===== config.mk =====
export PLATFORM = sky130hd
export DESIGN_NAME = redir_quiesce_flat
export DESIGN_NICKNAME = d
export VERILOG_FILES = /design/src/rtl/redir_quiesce_if.sv /design/src/rtl/redir_quiesce.sv /design/src/flat_wrapper.sv
export SDC_FILE = /design/constraint.sdc
export NUM_CORES = 1
export LEC_CHECK = 0
export CAP_MARGIN = 10
export CORE_MARGIN = 8
export CORE_UTILIZATION = 30
export DETAILED_ROUTE_END_ITERATION = 12
export HOLD_SLACK_MARGIN = 0.03
export PLACE_DENSITY = 0.56
export SYNTH_ARGS = -nofsm -noshare
export SYNTH_HDL_FRONTEND = slang
export SYNTH_SLANG_ARGS = --single-unit

===== constraint.sdc =====
create_clock -name clk -period 2.6 [get_ports clk]
set_input_delay 0.65 -clock clk [delete_from_list [all_inputs] [get_ports clk]]
set_output_delay 0.65 -clock clk [all_outputs]
set_load 0.05 [all_outputs]

===== src/rtl/redir_quiesce_if.sv =====
// Handshake observation and redirection request/grant bundle for redir_quiesce.
// The slave modport is the quiesce controller; the master modport is its environment.
interface redir_quiesce_if #(
  parameter int NB_PERIPH = 8,
  parameter int LOG_NB    = 3
);
  logic [NB_PERIPH-1:0] aw_hs_i;
  logic [NB_PERIPH-1:0] b_hs_i;
  logic [NB_PERIPH-1:0] ar_hs_i;
  logic [NB_PERIPH-1:0] rlast_hs_i;
  logic                 req_valid_i;
  logic [LOG_NB-1:0]    req_target_i;
  logic                 req_ready_o;
  logic [NB_PERIPH-1:0] block_o;
  logic [NB_PERIPH-1:0] redirection_idle_o;
  logic                 grant_o;
  logic [LOG_NB-1:0]    grant_target_o;
  logic                 abort_o;
  logic                 err_o;

  modport master (
    output aw_hs_i, b_hs_i, ar_hs_i, rlast_hs_i, req_valid_i, req_target_i,
    input  req_ready_o, block_o, redirection_idle_o, grant_o, grant_target_o,
           abort_o, err_o
  );

  modport slave (
    input  aw_hs_i, b_hs_i, ar_hs_i, rlast_hs_i, req_valid_i, req_target_i,
    output req_ready_o, block_o, redirection_idle_o, grant_o, grant_target_o,
           abort_o, err_o
  );
endinterface


===== src/rtl/redir_quiesce.sv =====
// Tracks outstanding reads/writes per peripheral and quiesces one target on
// request, answering with a one-cycle grant (drained) or abort (invalid/timeout).
module redir_quiesce #(
  parameter int NB_PERIPH = 8,
  parameter int LOG_NB    = 3,
  parameter int CNT_W     = 4,
  parameter int TIMEOUT   = 255
) (
  input  logic            clk,
  input  logic            rst_n,
  redir_quiesce_if.slave  bus
);

  localparam int TMO_W = (TIMEOUT < 2) ? 1 : $clog2(TIMEOUT + 1);
  localparam logic [TMO_W-1:0] TMO_LAST = TMO_W'(TIMEOUT - 1);

  typedef enum logic [1:0] {
    ST_IDLE  = 2'd0,
    ST_DRAIN = 2'd1,
    ST_GRANT = 2'd2,
    ST_ABORT = 2'd3
  } state_e;

  state_e            state_q, state_d;
  logic [LOG_NB-1:0] tgt_q, tgt_d;
  logic [TMO_W-1:0]  tmo_q, tmo_d;
  logic              err_q, err_d;
  logic [CNT_W-1:0]  wr_cnt_q [NB_PERIPH];
  logic [CNT_W-1:0]  wr_cnt_d [NB_PERIPH];
  logic [CNT_W-1:0]  rd_cnt_q [NB_PERIPH];
  logic [CNT_W-1:0]  rd_cnt_d [NB_PERIPH];
  logic              tgt_idle_s;

  // Saturating up/down step; simultaneous inc and dec cancel out.
  function automatic logic [CNT_W-1:0] cnt_next(input logic [CNT_W-1:0] cnt,
                                                input logic inc, input logic dec);
    logic [CNT_W-1:0] nxt;
    if (inc && !dec && (cnt != {CNT_W{1'b1}})) begin
      nxt = cnt + CNT_W'(1);
    end else if (dec && !inc && (cnt != {CNT_W{1'b0}})) begin
      nxt = cnt - CNT_W'(1);
    end else begin
      nxt = cnt;
    end
    return nxt;
  endfunction

  function automatic logic cnt_underflow(input logic [CNT_W-1:0] cnt,
                                         input logic inc, input logic dec);
    return dec && !inc && (cnt == {CNT_W{1'b0}});
  endfunction

  always_comb begin
    err_d = err_q;
    for (int i = 0; i < NB_PERIPH; i++) begin
      wr_cnt_d[i] = cnt_next(wr_cnt_q[i], bus.aw_hs_i[i], bus.b_hs_i[i]);
      rd_cnt_d[i] = cnt_next(rd_cnt_q[i], bus.ar_hs_i[i], bus.rlast_hs_i[i]);
      err_d = err_d
            | cnt_underflow(wr_cnt_q[i], bus.aw_hs_i[i], bus.b_hs_i[i])
            | cnt_underflow(rd_cnt_q[i], bus.ar_hs_i[i], bus.rlast_hs_i[i]);
    end
  end

  always_ff @(posedge clk or negedge rst_n) begin
    if (!rst_n) begin
      for (int i = 0; i < NB_PERIPH; i++) begin
        wr_cnt_q[i] <= {CNT_W{1'b0}};
        rd_cnt_q[i] <= {CNT_W{1'b0}};
      end
      err_q <= 1'b0;
    end else begin
      for (int i = 0; i < NB_PERIPH; i++) begin
        wr_cnt_q[i] <= wr_cnt_d[i];
        rd_cnt_q[i] <= rd_cnt_d[i];
      end
      err_q <= err_d;
    end
  end

  always_comb begin
    tgt_idle_s = 1'b0;
    for (int i = 0; i < NB_PERIPH; i++) begin
      if (tgt_q == LOG_NB'(i)) begin
        tgt_idle_s = (wr_cnt_q[i] == {CNT_W{1'b0}}) && (rd_cnt_q[i] == {CNT_W{1'b0}});
      end else begin
        tgt_idle_s = tgt_idle_s;
      end
    end
  end

  always_ff @(posedge clk or negedge rst_n) begin
    if (!rst_n) begin
      state_q <= ST_IDLE;
      tgt_q   <= {LOG_NB{1'b0}};
      tmo_q   <= {TMO_W{1'b0}};
    end else begin
      state_q <= state_d;
      tgt_q   <= tgt_d;
      tmo_q   <= tmo_d;
    end
  end

  // Idle is tested before the timeout so a target draining on the last allowed cycle is granted.
  always_comb begin
    state_d = state_q;
    tgt_d   = tgt_q;
    tmo_d   = tmo_q;
    case (state_q)
      ST_IDLE: begin
        if (bus.req_valid_i) begin
          tgt_d   = bus.req_target_i;
          tmo_d   = {TMO_W{1'b0}};
          state_d = (32'(bus.req_target_i) < 32'(NB_PERIPH)) ? ST_DRAIN : ST_ABORT;
        end else begin
          state_d = ST_IDLE;
        end
      end
      ST_DRAIN: begin
        if (tgt_idle_s) begin
          state_d = ST_GRANT;
        end else if (tmo_q == TMO_LAST) begin
          state_d = ST_ABORT;
        end else begin
          tmo_d = tmo_q + TMO_W'(1);
        end
      end
      ST_GRANT: state_d = ST_IDLE;
      ST_ABORT: state_d = ST_IDLE;
      default:  state_d = ST_IDLE;
    endcase
  end

  always_comb begin
    bus.req_ready_o        = (state_q == ST_IDLE);
    bus.grant_o            = (state_q == ST_GRANT);
    bus.abort_o            = (state_q == ST_ABORT);
    bus.grant_target_o     = tgt_q;
    bus.err_o              = err_q;
    bus.block_o            = {NB_PERIPH{1'b0}};
    bus.redirection_idle_o = {NB_PERIPH{1'b0}};
    for (int i = 0; i < NB_PERIPH; i++) begin
      bus.redirection_idle_o[i] = (wr_cnt_q[i] == {CNT_W{1'b0}}) &&
                                  (rd_cnt_q[i] == {CNT_W{1'b0}});
      bus.block_o[i] = (wr_cnt_q[i] == {CNT_W{1'b1}}) ||
                       (rd_cnt_q[i] == {CNT_W{1'b1}}) ||
                       (((state_q == ST_DRAIN) || (state_q == ST_GRANT)) &&
                        (tgt_q == LOG_NB'(i)));
    end
  end

endmodule


===== src/flat_wrapper.sv =====
// flat-port wrapper written by rule: the top's interface ports become plain ports
module redir_quiesce_flat 
#(
  parameter int NB_PERIPH = 8,
  parameter int LOG_NB    = 3,
  parameter int CNT_W     = 4,
  parameter int TIMEOUT   = 255
)
  (clk, rst_n, bus_aw_hs_i, bus_b_hs_i, bus_ar_hs_i, bus_rlast_hs_i, bus_req_valid_i, bus_req_target_i, bus_req_ready_o, bus_block_o, bus_redirection_idle_o, bus_grant_o, bus_grant_target_o, bus_abort_o, bus_err_o);
  redir_quiesce_if #(.NB_PERIPH(NB_PERIPH), .LOG_NB(LOG_NB)) bus_i ();
  input  logic clk;
  input  logic rst_n;
  input wire logic [$bits(bus_i.aw_hs_i)-1:0] bus_aw_hs_i;
  input wire logic [$bits(bus_i.b_hs_i)-1:0] bus_b_hs_i;
  input wire logic [$bits(bus_i.ar_hs_i)-1:0] bus_ar_hs_i;
  input wire logic [$bits(bus_i.rlast_hs_i)-1:0] bus_rlast_hs_i;
  input wire logic [$bits(bus_i.req_valid_i)-1:0] bus_req_valid_i;
  input wire logic [$bits(bus_i.req_target_i)-1:0] bus_req_target_i;
  output wire logic [$bits(bus_i.req_ready_o)-1:0] bus_req_ready_o;
  output wire logic [$bits(bus_i.block_o)-1:0] bus_block_o;
  output wire logic [$bits(bus_i.redirection_idle_o)-1:0] bus_redirection_idle_o;
  output wire logic [$bits(bus_i.grant_o)-1:0] bus_grant_o;
  output wire logic [$bits(bus_i.grant_target_o)-1:0] bus_grant_target_o;
  output wire logic [$bits(bus_i.abort_o)-1:0] bus_abort_o;
  output wire logic [$bits(bus_i.err_o)-1:0] bus_err_o;
  assign bus_i.aw_hs_i = bus_aw_hs_i;
  assign bus_i.b_hs_i = bus_b_hs_i;
  assign bus_i.ar_hs_i = bus_ar_hs_i;
  assign bus_i.rlast_hs_i = bus_rlast_hs_i;
  assign bus_i.req_valid_i = bus_req_valid_i;
  assign bus_i.req_target_i = bus_req_target_i;
  assign bus_req_ready_o = bus_i.req_ready_o;
  assign bus_block_o = bus_i.block_o;
  assign bus_redirection_idle_o = bus_i.redirection_idle_o;
  assign bus_grant_o = bus_i.grant_o;
  assign bus_grant_target_o = bus_i.grant_target_o;
  assign bus_abort_o = bus_i.abort_o;
  assign bus_err_o = bus_i.err_o;
  redir_quiesce #(.NB_PERIPH(NB_PERIPH), .LOG_NB(LOG_NB), .CNT_W(CNT_W), .TIMEOUT(TIMEOUT)) u_core (.clk(clk), .rst_n(rst_n), .bus(bus_i));
endmodule

# ---- After elaboration in Yosys (flattened, before gate mapping)
# Cells that the tools add are included.
# Widths: inputs -> output; s select.
dict set report totals {
  out_inout_bits 23
  inputBits 38
  register_bits 78
  elab_cells 363
}
dict set report op_classes {
  eq_ne 47
  n_mux 48
  reduce_logical 199
  addsub 33
  n_bitwise 16
}
# operator n
set op_table {}
lappend op_table {{$mux 4} 32}
lappend op_table {{$logic_and 1x1->1} 96}
lappend op_table {{$add 4x1->4 const B} 16}
lappend op_table {{$eq 4x4->1 const B} 16}
lappend op_table {{$logic_not 4->1} 16}
lappend op_table {{$ne 4x4->1 const B} 16}
lappend op_table {{$reduce_bool 4->1} 16}
lappend op_table {{$sub 4x1->4 const B} 16}
lappend op_table {{$reduce_bool 2->1} 17}
lappend op_table {{$logic_not 1->1} 32}
lappend op_table {{$mux 8} 3}
lappend op_table {{$logic_or 1x1->1} 17}
lappend op_table {{$or 1x1->1} 16}
lappend op_table {{$pmux 8 s2} 1}
lappend op_table {{$eq 3x3->1 const B} 4}
lappend op_table {{$mux 1} 9}
lappend op_table {{$add 8x1->8 const B} 1}
lappend op_table {{$eq 8x8->1 const B} 1}
lappend op_table {{$eq 3x2->1 const B} 2}
lappend op_table {{$ne 2x2->1 const B} 3}
lappend op_table {{$pmux 2 s3} 1}
lappend op_table {{$eq 2x2->1 const B} 2}
lappend op_table {{$mux 2} 2}
lappend op_table {{$reduce_and 4->1} 1}
lappend op_table {{7 further kinds} 7}

# ---- Logic depth before layout (Yosys ltp)
# Gate-level depths: netlist (run 1).
dict set report logic_depth {
  ltp_word 19
  ltp_mapped 8
}

# ---- Worst setup path after synthesis (run 1)
# OpenSTA, ideal clock, no wires.
dict set report synth_path {
  kind {register to register}
  start {reg u_core.state_q[0]}
  end {reg u_core.tmo_q[3]}
  arrival_time_ps 2367
  stages_incl_launch_ff 8
  n_path_buf 0
  path_slack_ps 167
  cell_sequence {dfrtp_1 inv_1 ha_1 mux2i_1 nor3b_1 a22oi_4 or4_1 nand2_1}
}
dict set report synth_between {
  elab_chain_len 3
}
# element line_no
set synth_lines {}
lappend synth_lines {{start, declared} redir_quiesce.sv:24} ;# state_e state_q, state_d;
lappend synth_lines {{start signal, assigned} redir_quiesce.sv:97} ;# state_q <= state_d;
lappend synth_lines {{$logic_not 2->1 *} --}
lappend synth_lines {{via bus_req_ready_o} flat_wrapper.sv:19} ;# output wire logic [$bits(bus_i.req_ready_o)-1:0] bus_req_ready_o;
lappend synth_lines {{$ne 2x2->1 (no line) / $reduce_bool 2->1 (equally long branches)} --}
lappend synth_lines {{$reduce_and 4->1 (no line)} --}
lappend synth_lines {{end signal, assigned} redir_quiesce.sv:95} ;# tmo_q <= {TMO_W{1'b0}};
lappend synth_lines {{end signal, assigned} redir_quiesce.sv:99} ;# tmo_q <= tmo_d;
lappend synth_lines {{end, declared} redir_quiesce.sv:26} ;# logic [TMO_W-1:0] tmo_q, tmo_d;
# The timed path passes the listed nets; every way through them passes the cells marked *.
# A chain may end at the register's enable or synchronous reset.

# ---- Worst setup path after layout (run 1)
dict set report layout_path {
  start {reg u_core.state_q[1]}
  end {out bus_block_o[5]}
}
dict set report layout_between {
  elab_chain_len 4
}
# element line_no
set layout_lines {}
lappend layout_lines {{$eq 2x1->1 / $eq 2x2->1 (equally long branches)} redir_quiesce.sv:146} ;# (((state_q == ST_DRAIN) || (state_q == ST_GRANT)) &&
lappend layout_lines {{$logic_or 1x1->1 *} redir_quiesce.sv:146}
lappend layout_lines {{$logic_and 1x1->1 *} redir_quiesce.sv:146}
lappend layout_lines {{$logic_or 1x1->1 *} redir_quiesce.sv:145} ;# (rd_cnt_q[i] == {CNT_W{1'b1}}) ||
lappend layout_lines {{end, declared} flat_wrapper.sv:20} ;# output wire logic [$bits(bus_i.block_o)-1:0] bus_block_o;
# Every way passes the cells marked *; elsewhere a longest branch is shown, timed or not.

==> results of run 1 <==
-- routing by layer --
layer  global-route usage  vias up  wire length (um)
met1                0.147     1975              5660
met3               0.0385       16               670
met2                0.203       75              6230
met4               0.0374        0               234
li1                     -     1969                 -
met5                    0        -                 0
-- cell families after synthesis --
family,count (synthesis),synth area share
mux,33,0.0668
flops,78,0.368
simple gates,189,0.224
compound gates,73,0.0935
fa+ha+maj,54,0.150
xor+xnor,52,0.0860
buf+inv,13,0.0116
-- report_power, final --
part           leakage, nW  total, mW  switching, mW  internal, mW
combinational         1.80       4.08           2.03          2.06
clock                0.141       1.27          0.509         0.762
sequential           0.918       2.64          0.834          1.81
total                 2.86       7.99           3.37          4.63
-- sequential cells by signal, indices dropped and copies added, names as in the netlist --
signal and cells:
u_core.bus.err_o 1, u_core.wr_cnt_q 32, u_core.state_q 2, u_core.bus.grant_target_o 3, u_core.tmo_q 8, u_core.rd_cnt_q 32
-- layout by cell type, fill, tap and decap left out, drive strengths merged, types with 2 or more instances in the layout --
cell type,count
or2,2
o211a,2
nand4,17
nor4,8
nand3b,18
or4,19
xor2,28
nand3,22
nand2,34
clkbuf,11
ha,38
nor3,9
inv,8
nor2,27
a21oi,35
mux2,19
buf,39
fa,16
or2b,3
o211ai,4
mux2i,14
xnor2,24
clkinv,2
o21ai,4
nor2b,7
dfrtp,78
clkdlybuf4s50,40
a21o,18
o32ai,3
nor3b,10
nand2b,11
-- worst max-delay path by stage --
stage                                     to  slack [ns]
after CTS                     bus_block_o[5]       0.005
after detailed placement  u_core.rd_cnt_q[3]        0.09
final                         bus_block_o[5]        0.08
after global placement       u_core.tmo_q[3]        0.14
after global routing          bus_block_o[4]       0.003
after floorplan              u_core.tmo_q[3]        0.17
-- critical path, cell delays in order (launching register included) --
cell,delay [ns]
dfrtp_1,0.40
inv_1,0.08
ha_2,0.41
nor2b_4,0.20
nand3_1,0.14
nand3_2,0.15
buf_12,0.14
-- layout make-up --
class / instances / area [um2] / area share
tap: 225 / 282 / 0.0415
inverter: 8 / 30.0 / 0.00443
clock inverter: 4 / 47.5 / 0.00701
multi-input combinational: 401 / 3310 / 0.488
sequential: 78 / 1950 / 0.288
clock buffer: 11 / 243 / 0.0358
timing repair buffer: 80 / 918 / 0.135
==> flow_metrics.py, run 1 <==
metrics = {
    "run_status": {
        "status": "completed",
    },
    "layout": {
        "fillCellCount": 1700,
        "final_cells": 807,
        "nets": 670,
        "area_delta_synth_final_pct": 28.0,
        "antenna_cells": 0,
        "fin_util": 0.392,
        "finalInstanceArea_um2": 6780,
        "drive_gt1_frac": 0.187,
    },
    "floorplan": {
        "die_x_um": 149,
        "initial_core_util": 0.306,
        "rows": 48,
        "core_um2": 17300,
        "num_io_pins": 61,
        "dieArea_um2": 22200,
        "die_h_um": 149,
    },
    "global_routing": {
        "gr-total-overflow": 0,
        "grt_pass1_vias": 4256,
        "grt_pass1_wl_um": 21500,
        "grt_max_degree": 43,
        "gr-usage-all-layers": 0.122,
        "antenna_found_initial": 0,
    },
    "critical_path": {
        "cp_max_fo": 5,
        "r2r-end": "u_core.tmo_q[4]",
        "reg2reg_slack_ns": 0.26,
        "cp.arrival_ns": 1.87,
        "critical_path.startpoint_type": "flip-flop",
        "startpoint": "u_core.state_q[1]",
        "critPathCaptureType": "output pin",
        "reg2reg_depth": 6,
        "cp_data_required_time_ns": 1.95,
        "r2r-start": "u_core.bus.grant_target_o[0]",
        "crit_type": "reg2out",
    },
    "placement": {
        "finalWeightedCongestion": 0.800,
        "dpl_cell_area_um2": 6460,
        "dpl.hpwl_um": 10200,
        "port_buffers": 60,
        "dp_cells": 792,
        "place_ws_ns": 0.0931,
    },
    "cts": {
        "htree_num_levels": 3,
        "numCtsBuffers": 9,
        "cts_num_sinks": 78,
        "cts_root_buf": "clkbuf_16",
        "clk_pin_slew_ns": 0.06,
        "cts_buffer_depth": 2,
        "post-cts-setup-buffers": 0,
        "cts_tree": "built",
        "clock_insertion_delay_worst_skew_ns": 0.34,
        "postCtsHoldBufs": 0,
        "cts_resized": 3,
    },
    "sta": {
        "fin_ws_ns": 0.0811,
        "finalHoldViolations": 0,
        "setup_tns_ns": 0,
        "finClkSkew_ns": 0.00627,
        "setup_violations": 0,
        "whs_ns": 0.273,
        "rsz0062_at_grt": "no",
        "min_period_ns": 2.52,
        "slew_headroom": 0.627,
        "worst_pin_slew_ns": 0.558,
        "maxSlewViolCount": 0,
        "fmax_mhz": 397,
        "post-route-period-util": 0.969,
    },
    "detailed_routing": {
        "totalWireLength_um": 12800,
        "route.detailed.vias_per_inst": 5.00,
        "wl_per_cell_um": 15.8,
        "dr.pass1.iters": 4,
        "num_vias": 4035,
        "final_antenna_net_count": 0,
        "drtIter0Drc": 205,
        "drc": 0,
    },
    "pwr": {
        "powerDensity_nw_per_um2": 1180,
        "ir_worst_vdd_uv": 593,
        "fin_total_pwr_mw": 7.99,
        "total_leakage_power_nw": 2.86,
    },
    "synth": {
        "syn_area_um2": 5300,
        "synth_top_area_frac": 0.368,
        "synth-seq-cells": 78,
        "synth_nets": 584,
        "synthCells": 492,
        "ys_warn_count": 0,
        "seq_area_frac_synth": 0.368,
        "synth.most_common_cell": "dfrtp_1",
        "synth_commonest_cells": "78 x dfrtp_1, 38 x ha_1, 34 x a21oi_1, 34 x nand2_1, 28 x xor2_1",
        "synth_area_leaders": "dfrtp_1 37%, ha_1 9.0%, fa_1 6.0%",
        "yosys.area.top_type": "dfrtp_1",
        "yosysUniqueCellTypes": 48,
        "synth_ff_type": "dfrtp_1",
        "syn_avg_cell_area_um2": 10.8,
        "synthArstFlopShare": 1.00,
        "synth_edf_count": 0,
    },
    "job": {
        "cap_violations": 0,
    },
    "min_path": {
        "hp-class": "in2async",
    },
}
(Power assumes the default switching activity.)
==> inputs of run 2 (changes only) <==
--- a/config.mk
+++ b/config.mk
@@ -11,6 +11,7 @@
 export DETAILED_ROUTE_END_ITERATION = 12
 export HOLD_SLACK_MARGIN = 0.03
 export PLACE_DENSITY = 0.56
+export RECOVER_POWER = 100
 export SYNTH_ARGS = -nofsm -noshare
 export SYNTH_HDL_FRONTEND = slang
 export SYNTH_SLANG_ARGS = --single-unit
==> run 2 against run 1 <==
Final cell count did not move. Combinational power fell by 4%. Via count rose by 0.52%. Setup slack got worse by 0.015 ns. Hold slack improved by 0.18 ns. Critical path type unchanged. First-iteration DRC count fell by 2.9%. Power fell by 2.2%. Wire length rose by 0.23%. Cell area fell by 3.0%. Maximum frequency fell by 0.59%.
==> flow_metrics.py, run 2 (synthesis results as in run 1) <==
metrics = {
    "sta": {
        "fin_ws_ns": 0.0661,
        "maxSlewViolCount": 0,
        "worst_pin_slew_ns": 1.10,
        "setup_tns_ns": 0,
        "finalHoldViolations": 0,
        "finClkSkew_ns": 0.00756,
        "setup_violations": 0,
        "fmax_mhz": 395,
        "whs_ns": 0.454,
        "post-route-period-util": 0.975,
        "min_period_ns": 2.53,
        "slew_headroom": 0.264,
    },
    "placement": {
        "port_buffers": 60,
        "dpl.hpwl_um": 10200,
        "place_ws_ns": 0.0931,
        "finalWeightedCongestion": 0.800,
    },
    "cts": {
        "clk_pin_slew_ns": 0.06,
        "cts_num_sinks": 78,
        "cts_buffer_depth": 2,
        "cts_tree": "built",
        "cts_root_buf": "clkbuf_16",
        "post-cts-setup-buffers": 0,
        "numCtsBuffers": 9,
        "clock_insertion_delay_worst_skew_ns": 0.35,
        "htree_num_levels": 3,
    },
    "floorplan": {
        "dieArea_um2": 22200,
        "die_x_um": 149,
        "die_h_um": 149,
        "num_io_pins": 61,
        "core_um2": 17300,
        "initial_core_util": 0.306,
        "rows": 48,
    },
    "run_status": {
        "status": "completed",
    },
    "detailed_routing": {
        "wl_per_cell_um": 15.9,
        "num_vias": 4056,
        "route.detailed.vias_per_inst": 5.03,
        "dr.pass1.iters": 4,
        "drc": 0,
        "final_antenna_net_count": 0,
        "drtIter0Drc": 199,
        "totalWireLength_um": 12800,
    },
    "global_routing": {
        "gr-total-overflow": 0,
        "grt_pass1_wl_um": 21500,
        "grt_pass1_vias": 4256,
        "antenna_found_initial": 0,
        "grt_max_degree": 43,
        "gr-usage-all-layers": 0.122,
    },
    "critical_path": {
        "crit_type": "reg2out",
        "cp.arrival_ns": 1.88,
        "critical_path.startpoint_type": "flip-flop",
        "cp_data_required_time_ns": 1.95,
        "critPathCaptureType": "output pin",
        "cp_max_fo": 5,
    },
    "layout": {
        "largestRegisters": "u_core.rd_cnt_q: 32 flops, u_core.wr_cnt_q: 32 flops, u_core.tmo_q: 8 flops",
        "drive_gt1_frac": 0.143,
        "nets": 670,
        "antenna_cells": 0,
        "register_area_um2": 1950,
        "area_delta_synth_final_pct": 24.1,
        "layout_commonest_cell": "dfrtp_1",
        "mostFrequentLayoutCells": "78 x dfrtp_1, 37 x ha_1, 35 x a21oi_1",
        "fillCellCount": 1738,
        "fin_util": 0.380,
        "multi_input_area_um2": 3270,
    },
    "pwr": {
        "total_leakage_power_nw": 2.75,
        "ir_worst_vdd_uv": 510,
        "powerDensity_nw_per_um2": 1190,
        "fin_total_pwr_mw": 7.82,
    },
    "min_path": {
        "hp-class": "in2async",
    },
    "job": {
        "cap_violations": 0,
    },
}
-- run 2: cell count changes in the layout (fill, tap and decap cells not counted), moves of 3 or more --
cell | before | now
buf_12 | 17 | 11
clkbuf_1 | 1 | 18
clkdlybuf4s50_1 | 40 | 20
o21ai_0 | 0 | 3
buf_4 | 22 | 5
or4_1 | 5 | 11
clkbuf_2 | 0 | 6
o21ai_1 | 4 | 1
or4_4 | 14 | 8
dlygate4sd3_1 | 0 | 20
-- run 2: stage by stage --
step                      cells  area [um2]
final                       807        6580
after CTS                   807        6760
after floorplan             492        5300
after detailed placement    792        6460
after global placement      792        6460
after global routing        807        6580
-- run 2: routing by layer --
| metal | GRT usage | up-vias | wire (um) |
|---|---|---|---|
| met5 | 0 | - | 0 |
| met4 | 0.0374 | 0 | 234 |
| met2 | 0.203 | 75 | 6240 |
| li1 | - | 1967 | - |
| met3 | 0.0385 | 16 | 592 |
| met1 | 0.147 | 1998 | 5750 |
-- run 2: where the power goes --
part           internal (mW)  switching [mW]  total (mW)
combinational           1.91            2.01        3.92
clock                  0.762           0.508        1.27
sequential              1.81           0.823        2.63
total                   4.48            3.34        7.82
-- run 2: layout make-up --
cell class | count | area share
Clock buffer | 11 | 0.0369
Clock inverter | 4 | 0.00723
Inverter | 8 | 0.00457
Multi-Input combinational cell | 401 | 0.497
Sequential cell | 78 | 0.297
Tap cell | 225 | 0.0428
Timing Repair Buffer | 80 | 0.115
-- run 2: worst paths after layout --
path | from | endpoint | slack [ns] | cells past startpoint
hold reg to reg | u_core.wr_cnt_q[3] | u_core.wr_cnt_q[3] | 0.49 | 1
hold / removal | rst_n | u_core.wr_cnt_q[29] | 0.45 | 1
max in group asynchronous | rst_n | u_core.rd_cnt_q[16] | 0.52 | 2
setup / recovery | u_core.rd_cnt_q[24] | bus_redirection_idle_o[1] | 0.07 | 3
min in group clk | u_core.wr_cnt_q[3] | u_core.wr_cnt_q[3] | 0.49 | 1
setup reg to reg | u_core.wr_cnt_q[0] | u_core.tmo_q[0] | 0.21 | 7
-- run 2: timing repair --
action,in CTS,in global routing
gates resized for setup,3,5
setup endpoints to repair,5,7
hold buffers,0,0
-- run 2: worst max-delay path, stage by stage, from the launching register on --
cell      delay [ns]
dfrtp_1         0.45
or4_4           0.61
nor2_1          0.17
clkbuf_2        0.31
